$ cat src/rtl/spike_pkg.sv
// Shared types and default sizing for the spike interval decoder slice.
package spike_pkg;

  typedef enum logic [1:0] {
    IDLE,
    MEASURE,
    TMO
  } spk_state_t;

  localparam int SPK_CNT_W   = 8;
  localparam int SPK_TIMEOUT = 200;
  localparam int SPK_LOCK_N  = 3;

endpackage

$ cat src/rtl/spike_edge_detect.sv
// Rising-edge detector for the neuron spike line; history is cleared only by reset.
module spike_edge_detect
  import spike_pkg::*;
(
  input  logic clk,
  input  logic reset,
  input  logic spike_in,
  output logic spike_edge
);

  logic spike_d;

  always_ff @(posedge clk or posedge reset) begin
    if (reset) begin
      spike_d <= 1'b0;
    end else begin
      spike_d <= spike_in;
    end
  end

  // A spike already high when reset releases still counts as an edge.
  assign spike_edge = spike_in & ~spike_d;

endmodule

$ cat src/rtl/spike_interval_decoder.sv
// Measures cycles between successive spike rising edges, reports them through a
// one-entry valid/ready register, and tracks frequency lock and loss of activity.
module spike_interval_decoder
  import spike_pkg::*;
#(
  parameter int CNT_W   = SPK_CNT_W,
  parameter int TIMEOUT = SPK_TIMEOUT,
  parameter int LOCK_N  = SPK_LOCK_N
) (
  input  logic             clk,
  input  logic             reset,
  input  logic             clear,
  input  logic             spike_in,
  output logic [CNT_W-1:0] interval,
  output logic             interval_valid,
  input  logic             interval_ready,
  output logic             locked,
  output logic             timeout,
  output logic             overrun
);

  localparam int RUN_W = $clog2(LOCK_N + 1);
  localparam logic [CNT_W-1:0] TMO_CNT = CNT_W'(TIMEOUT);
  localparam logic [CNT_W-1:0] CNT_ONE = CNT_W'(1);
  localparam logic [RUN_W-1:0] RUN_MAX = RUN_W'(LOCK_N);
  localparam logic [RUN_W-1:0] RUN_ONE = RUN_W'(1);

  function automatic logic [RUN_W-1:0] sat_run(input logic [RUN_W-1:0] r);
    return (r >= RUN_MAX) ? RUN_MAX : r + RUN_ONE;
  endfunction

  spk_state_t       state;
  spk_state_t       state_next;
  logic [CNT_W-1:0] cnt;
  logic [CNT_W-1:0] cnt_next;
  logic [CNT_W-1:0] prev;
  logic [RUN_W-1:0] run;
  logic [RUN_W-1:0] run_cap;
  logic             spike_edge;
  logic             capture;
  logic             tmo_enter;
  logic             tmo_exit;
  logic             accept;

  spike_edge_detect u_edge (
    .clk        (clk),
    .reset      (reset),
    .spike_in   (spike_in),
    .spike_edge (spike_edge)
  );

  always_ff @(posedge clk or posedge reset) begin
    if (reset) begin
      state <= IDLE;
      cnt   <= '0;
    end else if (clear) begin
      state <= IDLE;
      cnt   <= '0;
    end else begin
      state <= state_next;
      cnt   <= cnt_next;
    end
  end

  always_comb begin
    state_next = state;
    cnt_next   = cnt;
    capture    = 1'b0;
    tmo_enter  = 1'b0;
    tmo_exit   = 1'b0;
    unique case (state)
      IDLE: begin
        if (spike_edge) begin
          cnt_next   = CNT_ONE;
          state_next = MEASURE;
        end
      end
      MEASURE: begin
        if (spike_edge) begin
          capture  = 1'b1;
          cnt_next = CNT_ONE;
        end else if (cnt >= TMO_CNT) begin
          tmo_enter  = 1'b1;
          state_next = TMO;
        end else begin
          cnt_next = cnt + CNT_ONE;
        end
      end
      TMO: begin
        // The silent gap is never reported; measurement simply restarts.
        if (spike_edge) begin
          cnt_next   = CNT_ONE;
          tmo_exit   = 1'b1;
          state_next = MEASURE;
        end
      end
      default: state_next = IDLE;
    endcase
  end

  assign run_cap = (cnt == prev) ? sat_run(run) : RUN_ONE;
  assign accept  = interval_valid & interval_ready;

  // Output register and lock tracking; lock also follows dropped captures.
  always_ff @(posedge clk or posedge reset) begin
    if (reset) begin
      interval       <= '0;
      interval_valid <= 1'b0;
      overrun        <= 1'b0;
      prev           <= '0;
      run            <= '0;
      locked         <= 1'b0;
      timeout        <= 1'b0;
    end else if (clear) begin
      interval       <= '0;
      interval_valid <= 1'b0;
      overrun        <= 1'b0;
      prev           <= '0;
      run            <= '0;
      locked         <= 1'b0;
      timeout        <= 1'b0;
    end else begin
      if (capture) begin
        if (!interval_valid || interval_ready) begin
          interval       <= cnt;
          interval_valid <= 1'b1;
        end else begin
          overrun <= 1'b1;
        end
        run    <= run_cap;
        prev   <= cnt;
        locked <= (run_cap == RUN_MAX);
      end else if (accept) begin
        interval_valid <= 1'b0;
      end
      if (tmo_enter) begin
        timeout <= 1'b1;
        run     <= '0;
        locked  <= 1'b0;
      end
      if (tmo_exit) begin
        timeout <= 1'b0;
      end
    end
  end

endmodule

$ cat config.mk
export PLATFORM = sky130hd
export DESIGN_NAME = spike_interval_decoder
export DESIGN_NICKNAME = d
export VERILOG_FILES = /design/src/rtl/spike_pkg.sv /design/src/rtl/spike_edge_detect.sv /design/src/rtl/spike_interval_decoder.sv
export SDC_FILE = /design/constraint.sdc
export NUM_CORES = 1
export LEC_CHECK = 0
export CAP_MARGIN = 20
export CORE_AREA = 3 3 59 61
export CTS_CLUSTER_SIZE = 10
export DETAILED_ROUTE_END_ITERATION = 10
export DIE_AREA = 0 0 62 64
export GPL_TIMING_DRIVEN = 0
export PLACE_DENSITY = 0.75
export SKIP_LAST_GASP = 1
export SYNTH_ARGS = -nofsm -noshare
export SYNTH_HDL_FRONTEND = slang
export SYNTH_HIERARCHICAL = 1
export SYNTH_SLANG_ARGS = --single-unit
$ cat constraint.sdc
create_clock -name clk -period 1.8 [get_ports clk]
set_input_delay 0.36 -clock clk [delete_from_list [all_inputs] [get_ports clk]]
set_output_delay 0.36 -clock clk [all_outputs]
set_load 0.03 [all_outputs]
==> results of run 1 <==
per-layer routing:
| metal | wire length [µm] | share of wire | GRT usage |
|---|---|---|---|
| met5 | 0 | 0 | 0 |
| met4 | 92 | 0.025 | 0.0796 |
| met3 | 150 | 0.041 | 0.0586 |
| met2 | 1810 | 0.49 | 0.320 |
| met1 | 1610 | 0.44 | 0.269 |
power by group through the flow:
stage	Combinational, µW	Sequential [µW]	Clock (µW)
floorplan	68.0	770	0
global placement	92.6	770	0
detailed placement	103	771	0
CTS	104	757	450
global route	132	758	481
finish	120	757	434
critical path, cell delays in order (launching register included):
cell,delay [ns]
dfrtp_1,0.38
buf_6,0.13
o311ai_4,0.38
buf_4,0.20
o211ai_4,0.10
or3_1,0.37
a21oi_2,0.14
layout make-up:
type / instances / area share
buffer: 13 / 0.0419
clock buffer: 6 / 0.0245
clock inverter: 1 / 0.00359
inverter: 5 / 0.00898
multi-input combinational: 116 / 0.382
sequential: 33 / 0.395
tap: 44 / 0.0263
timing repair buffer: 24 / 0.117
registers in the layout (all words and copies together) (netlist names):
register,cells
overrun,1
run,2
timeout,1
prev,8
locked,1
state,2
interval,8
interval_valid,1
u_edge/spike_d,1
cnt,8
what timing repair did:
item	in CTS	in global routing
resized for setup	2	19
pin swaps	1	7
buffers inserted	0	8
endpoints found under the setup margin	18	27
metrics by stage:
| stage | total power, µW | instance area (µm²) |
|---|---|---|
| after floorplan | 838 | 1660 |
| final | 1310 | 2090 |
| after global placement | 863 | 1860 |
| after detailed placement | 874 | 1890 |
| after global routing | 1370 | 2090 |
| after CTS | 1310 | 1960 |
kinds of logic (layout without fill, tap and decap cells):
kind of cell	Yosys count	count (layout)	synth area share
AND/OR/NAND/NOR	60	60	0.177
multiplexers	9	9	0.0543
AO/OA/AOI/OAI	36	36	0.152
adder cells (fa/ha/maj)	2	2	0.0151
buffers and inverters	18	49	0.0551
flip-flops	33	33	0.498
XOR/XNOR	9	9	0.0475
final timing paths:
path / startpoint / endpoint / slack (ns) / cells past startpoint
worst max-delay path: cnt[4]$_DFFE_PP0P_ / cnt[5]$_DFFE_PP0P_ / 0.02 / 6
worst min-delay path: reset / u_edge/spike_d$_DFF_PP0_ / 0.18 / 2
worst max register to register: cnt[4]$_DFFE_PP0P_ / cnt[5]$_DFFE_PP0P_ / 0.02 / 6
worst min register to register: locked$_DFFE_PP0P_ / locked$_DFFE_PP0P_ / 0.53 / 2
max in group asynchronous: reset / prev[6]$_DFFE_PP0N_ / 1.03 / 3
min in group clk: clear / timeout$_DFFE_PP0P_ / 0.36 / 2
synthesized netlist by cell type (2+ instances only):
cell type	n
nand2_1	21
mux2i_1	9
buf_6	2
or3_1	4
xor2_1	9
nor3b_1	2
nor4_1	2
inv_1	4
nand4_1	2
nand3_1	2
nor2_1	15
o21ai_1	5
clkbuf_1	6
dfrtp_1	33
a21oi_1	17
nor2b_1	2
nor3_1	2
ha_1	2
nand3b_1	2
buf_2	4
==> flow_summary.json, run 1 <==
{
  "grt_pass1_wl_um": 6060,
  "nNetsFinal": 205,
  "diodes": 0,
  "final_cell_mix": "dfrtp_1, nand2_1, nor2_1",
  "ys_seq_area_frac": 0.498,
  "gp_congestion": 0.761,
  "synth_edf_count": 0,
  "required_ns": 2.07,
  "cts_buffers": 5,
  "placedCellCount": 227,
  "ys_warn_count": 6,
  "wl_per_cell_um": 15.1,
  "h-tree-depth": 2,
  "layout_commonest_cell": "dfrtp_1",
  "maxSlewHeadroom": 0.690,
  "instances_no_fill": 242,
  "netlist_instances": 167,
  "synthArstFlopShare": 1.00,
  "start_util": 0.548,
  "die_y_um": 64,
  "area_delta_synth_final_pct": 26.1,
  "avgSynthCellArea_um2": 9.93,
  "numPortBuffers": 15,
  "hold_slack_ns": 0.176,
  "synthTopCellsByArea": "dfrtp_1, mux2i_1, a21oi_1",
  "path_class": "flop to flop",
  "fillCellCount": 234,
  "die_x_um": 62,
  "p_sw_uw": 331,
  "grt_start_max_net_pins": 26,
  "drt-pass1-iter-count": 4,
  "utilization": 0.690,
  "root_buffer": "clkbuf_4",
  "p_per_area_nw_per_um2": 627,
  "worst_slew_pin_slew_ns": 0.461,
  "clockPowerShare": 0.331,
  "yosysUniqueCellTypes": 42,
  "core_area_um2": 3030,
  "routed_wirelength_um": 3660,
  "hold_viol": 0,
  "fmax_mhz": 562,
  "num_rows": 20,
  "post-place-ws_ns": -0.591,
  "viasPerCell": 5.43,
  "fin_ws_ns": 0.0219,
  "cts_tree": "built",
  "grt_usage": 0.207,
  "syn_nets": 174,
  "dieArea_um2": 3970,
  "yosys_most_used_dff": "dfrtp_1",
  "finalSetupTns_ns": 0,
  "seqPwrFrac": 0.577,
  "yosysTopAreaCellShare": 0.498,
  "drive_above_1_share": 0.187,
  "hpwlAfterDp_um": 2450,
  "vias": 1315,
  "drv_cap": 0,
  "vdd_drop_max_mv": 0.414,
  "skew_ns": 0.00809,
  "cts_buffer_depth": 2,
  "drtIter0Drc": 45,
  "io-pin-count": 17,
  "finalCritPeriodShare": 0.988,
  "grt-ovfl-total": 0,
  "synth-seq-cells": 33,
  "cts_hold_buf": 0,
  "slew_violations": 0,
  "cts_sinks": 33,
  "outcome": "finished clean",
  "yosysTopAreaCell": "dfrtp_1",
  "setup_viol": 0,
  "clk_pin_slew_worst_paths_ns": 0.10,
  "netlist_area_um2": 1660,
  "drc_errors": 0,
  "grt_setup_unrepaired": "true",
  "clk_latency_ns": 0.34,
  "startpoint_type": "flop",
  "min_path_type": "input port to async pin",
  "antenna_left": 0,
  "seq_area_um2": 826,
  "multi_input_area_um2": 800,
  "antenna_found_initial": 0,
  "p_comb_frac": 0.092,
  "end_kind": "flop",
  "worst-path-max-fanout": 6,
  "fin_crit_ns": 1.78,
  "leakagePower_uw": 0.000981,
  "p_int_uw": 980,
  "grt_pass1_vias": 1315,
  "arrival_ns": 2.04,
  "swShare": 0.253
}
(Power assumes the default switching activity.)
==> inputs of run 2 (changes only) <==
--- a/config.mk
+++ b/config.mk
@@ -5,6 +5,7 @@
 export SDC_FILE = /design/constraint.sdc
 export NUM_CORES = 1
 export LEC_CHECK = 0
+export ABC_CLOCK_PERIOD_IN_PS = 1800
 export CAP_MARGIN = 20
 export CORE_AREA = 3 3 59 61
 export CTS_CLUSTER_SIZE = 10
@@ -12,6 +13,7 @@
 export DIE_AREA = 0 0 62 64
 export GPL_TIMING_DRIVEN = 0
 export PLACE_DENSITY = 0.75
+export SETUP_SLACK_MARGIN = 0.5
 export SKIP_LAST_GASP = 1
 export SYNTH_ARGS = -nofsm -noshare
 export SYNTH_HDL_FRONTEND = slang
==> run 2 against run 1 <==
Final cell count increased by 9.1%. First-iteration DRC count is 96% higher. Core utilization up 13 points. Non-clock buffer count grew 21. Critical path depth decreased by 1. Clock power is 38% higher. Combinational power rose by 38%. Clock skew grew 0.0053 ns. Sequential share of layout area down 6.3 points. Sequential power is essentially flat. Critical path type unchanged. Die area unchanged.
==> flow_summary.json, run 2 (same netlist as run 1, synthesis figures left out) <==
{
  "layout_commonest_cell": "dfrtp_1",
  "final_cell_area_um2": 2490,
  "start_util": 0.548,
  "worstReg2RegEnd": "cnt[4]$_DFFE_PP0P_",
  "fin_crit_ns": 1.70,
  "clk_latency_ns": 0.35,
  "outcome": "finished clean",
  "maxSlewHeadroom": 0.540,
  "fin_ws_ns": 0.100,
  "multi_input_area_um2": 973,
  "min_path_type": "input port to async pin",
  "cts_buffers": 5,
  "hold_viol": 0,
  "p_per_area_nw_per_um2": 613,
  "cts_hold_buf": 0,
  "top_regs": "cnt x8, interval x8, prev x8",
  "seq_area_um2": 827,
  "io-pin-count": 17,
  "slowest_delay_ns": 0.42,
  "cts_tree": "built",
  "hold_slack_ns": 0.159,
  "setup_viol": 0,
  "vias": 1507,
  "numPortBuffers": 15,
  "hpwlAfterDp_um": 2470,
  "antenna_left": 0,
  "worst_slew_pin_slew_ns": 0.690,
  "skew_ns": 0.0134,
  "finalCritPeriodShare": 0.944,
  "grt_usage": 0.248,
  "arrival_ns": 1.98,
  "drive_above_1_share": 0.495,
  "drv_cap": 0,
  "leakagePower_uw": 0.00114,
  "grt-ovfl-total": 0,
  "diodes": 0,
  "grt_setup_unrepaired": "true",
  "die_x_um": 62,
  "dieArea_um2": 3970,
  "dpl_cell_area_um2": 1940,
  "post-place-ws_ns": -0.272,
  "fmax_mhz": 588,
  "drt-pass1-iter-count": 5,
  "grt_pass1_wl_um": 7210,
  "viasPerCell": 5.71,
  "core_area_um2": 3030,
  "area_delta_synth_final_pct": 50.3,
  "regToRegSetupSlack_ns": 0.10,
  "drc_errors": 0,
  "h-tree-depth": 2,
  "slew_violations": 0,
  "grt_start_max_net_pins": 19,
  "routed_wirelength_um": 4900,
  "end_kind": "flop",
  "wl_per_cell_um": 18.6,
  "num_rows": 20,
  "finalSetupTns_ns": 0,
  "antenna_found_initial": 0,
  "vdd_drop_max_mv": 0.555,
  "reg2reg_depth": 5,
  "path_class": "flop to flop",
  "cts_sinks": 33,
  "drtIter0Drc": 88,
  "crit_path_cell_trace": "buf_6 > o311ai_4 > o2111ai_4 > or3_1 > a21oi_2",
  "critical_path.startpoint": "cnt[4]$_DFFE_PP0P_",
  "crit_end": "cnt[4]$_DFFE_PP0P_",
  "final_cell_mix": "dfrtp_1, buf_4, buf_6",
  "reg2reg_from": "cnt[4]$_DFFE_PP0P_",
  "worst-path-max-fanout": 5,
  "die_y_um": 64,
  "startpoint_type": "flop",
  "fillCellCount": 159,
  "gp_congestion": 0.755,
  "crit_slowest_cell": "o311ai_4",
  "utilization": 0.823,
  "clk_pin_slew_worst_paths_ns": 0.10,
  "cts_buffer_depth": 2,
  "required_ns": 2.08,
  "grt_pass1_vias": 1463,
  "nNetsFinal": 226,
  "root_buffer": "clkbuf_4"
}
run 2: cell count changes in the layout (fill, tap and decap cells not counted), moves of 2 or more:
cell,change
buf_6,+18
nand2_4,+2
dlymetal6s2s_1,-3
clkdlybuf4s50_1,-10
buf_4,+13
buf_2,+2
clkbuf_1,-2
a21oi_2,+12
a21oi_1,-12
nand2_2,+6
nor2_1,-3
nand2_1,-8
nor2_4,+2
run 2: per-stage QoR:
step / total power, µW / std cells
final: 1530 / 264
after global routing: 1580 / 264
after CTS: 1500 / 257
after detailed placement: 881 / 227
after global placement: 870 / 226
after floorplan: 844 / 167
run 2: final cells by class:
cell class | instances | share of cell area
clock buffer | 7 | 0.0221
timing repair buffer | 45 | 0.170
buffer | 13 | 0.0427
inverter | 5 | 0.00854
clock inverter | 1 | 0.0121
sequential | 33 | 0.332
tap | 44 | 0.0221
multi-input combinational | 116 | 0.391
run 2: worst min path at each step:
| stage | from | endpoint | slack, ns | cells past startpoint |
|---|---|---|---|---|
| 3_5_place_dp | locked$_DFFE_PP0P_ | locked$_DFFE_PP0P_ | 0.51 | 2 |
| 6_report | reset | u_edge/spike_d$_DFF_PP0_ | 0.16 | 2 |
| 3_3_place_gp | overrun$_DFFE_PP0P_ | overrun$_DFFE_PP0P_ | 0.49 | 2 |
| 4_1_cts | reset | u_edge/spike_d$_DFF_PP0_ | 0.16 | 2 |
| 5_1_grt | reset | u_edge/spike_d$_DFF_PP0_ | 0.15 | 2 |
| 2_1_floorplan | reset | u_edge/spike_d$_DFF_PP0_ | 0.09 | 1 |
run 2: critical path: cells and delay by family (launching register included):
family | cells | cell delay (ns)
buffers and inverters | 1 | 0.14
flip-flops | 1 | 0.40
AO/OA/AOI/OAI | 3 | 0.73
AND/OR/NAND/NOR | 1 | 0.35
run 2: timing repair:
action,in CTS,in global routing
gates resized for setup,89,60
cloned,1,0
pin swaps,22,29
setup endpoints to repair,43,43
setup buffers,21,7
run 2: power by group:
part | internal [µW] | switching [µW]
clock network | 332 | 269
logic | 72.4 | 93.7
registers | 748 | 10.6
total | 1150 | 374
run 2: routing by layer:
layer,part of all wire,global-route usage,up-vias,routed length [µm]
li1,-,-,674,-
met1,0.41,0.336,746,1990
met2,0.49,0.368,71,2410
met3,0.072,0.0747,16,353
met4,0.030,0.0902,0,146
met5,0,0,-,0
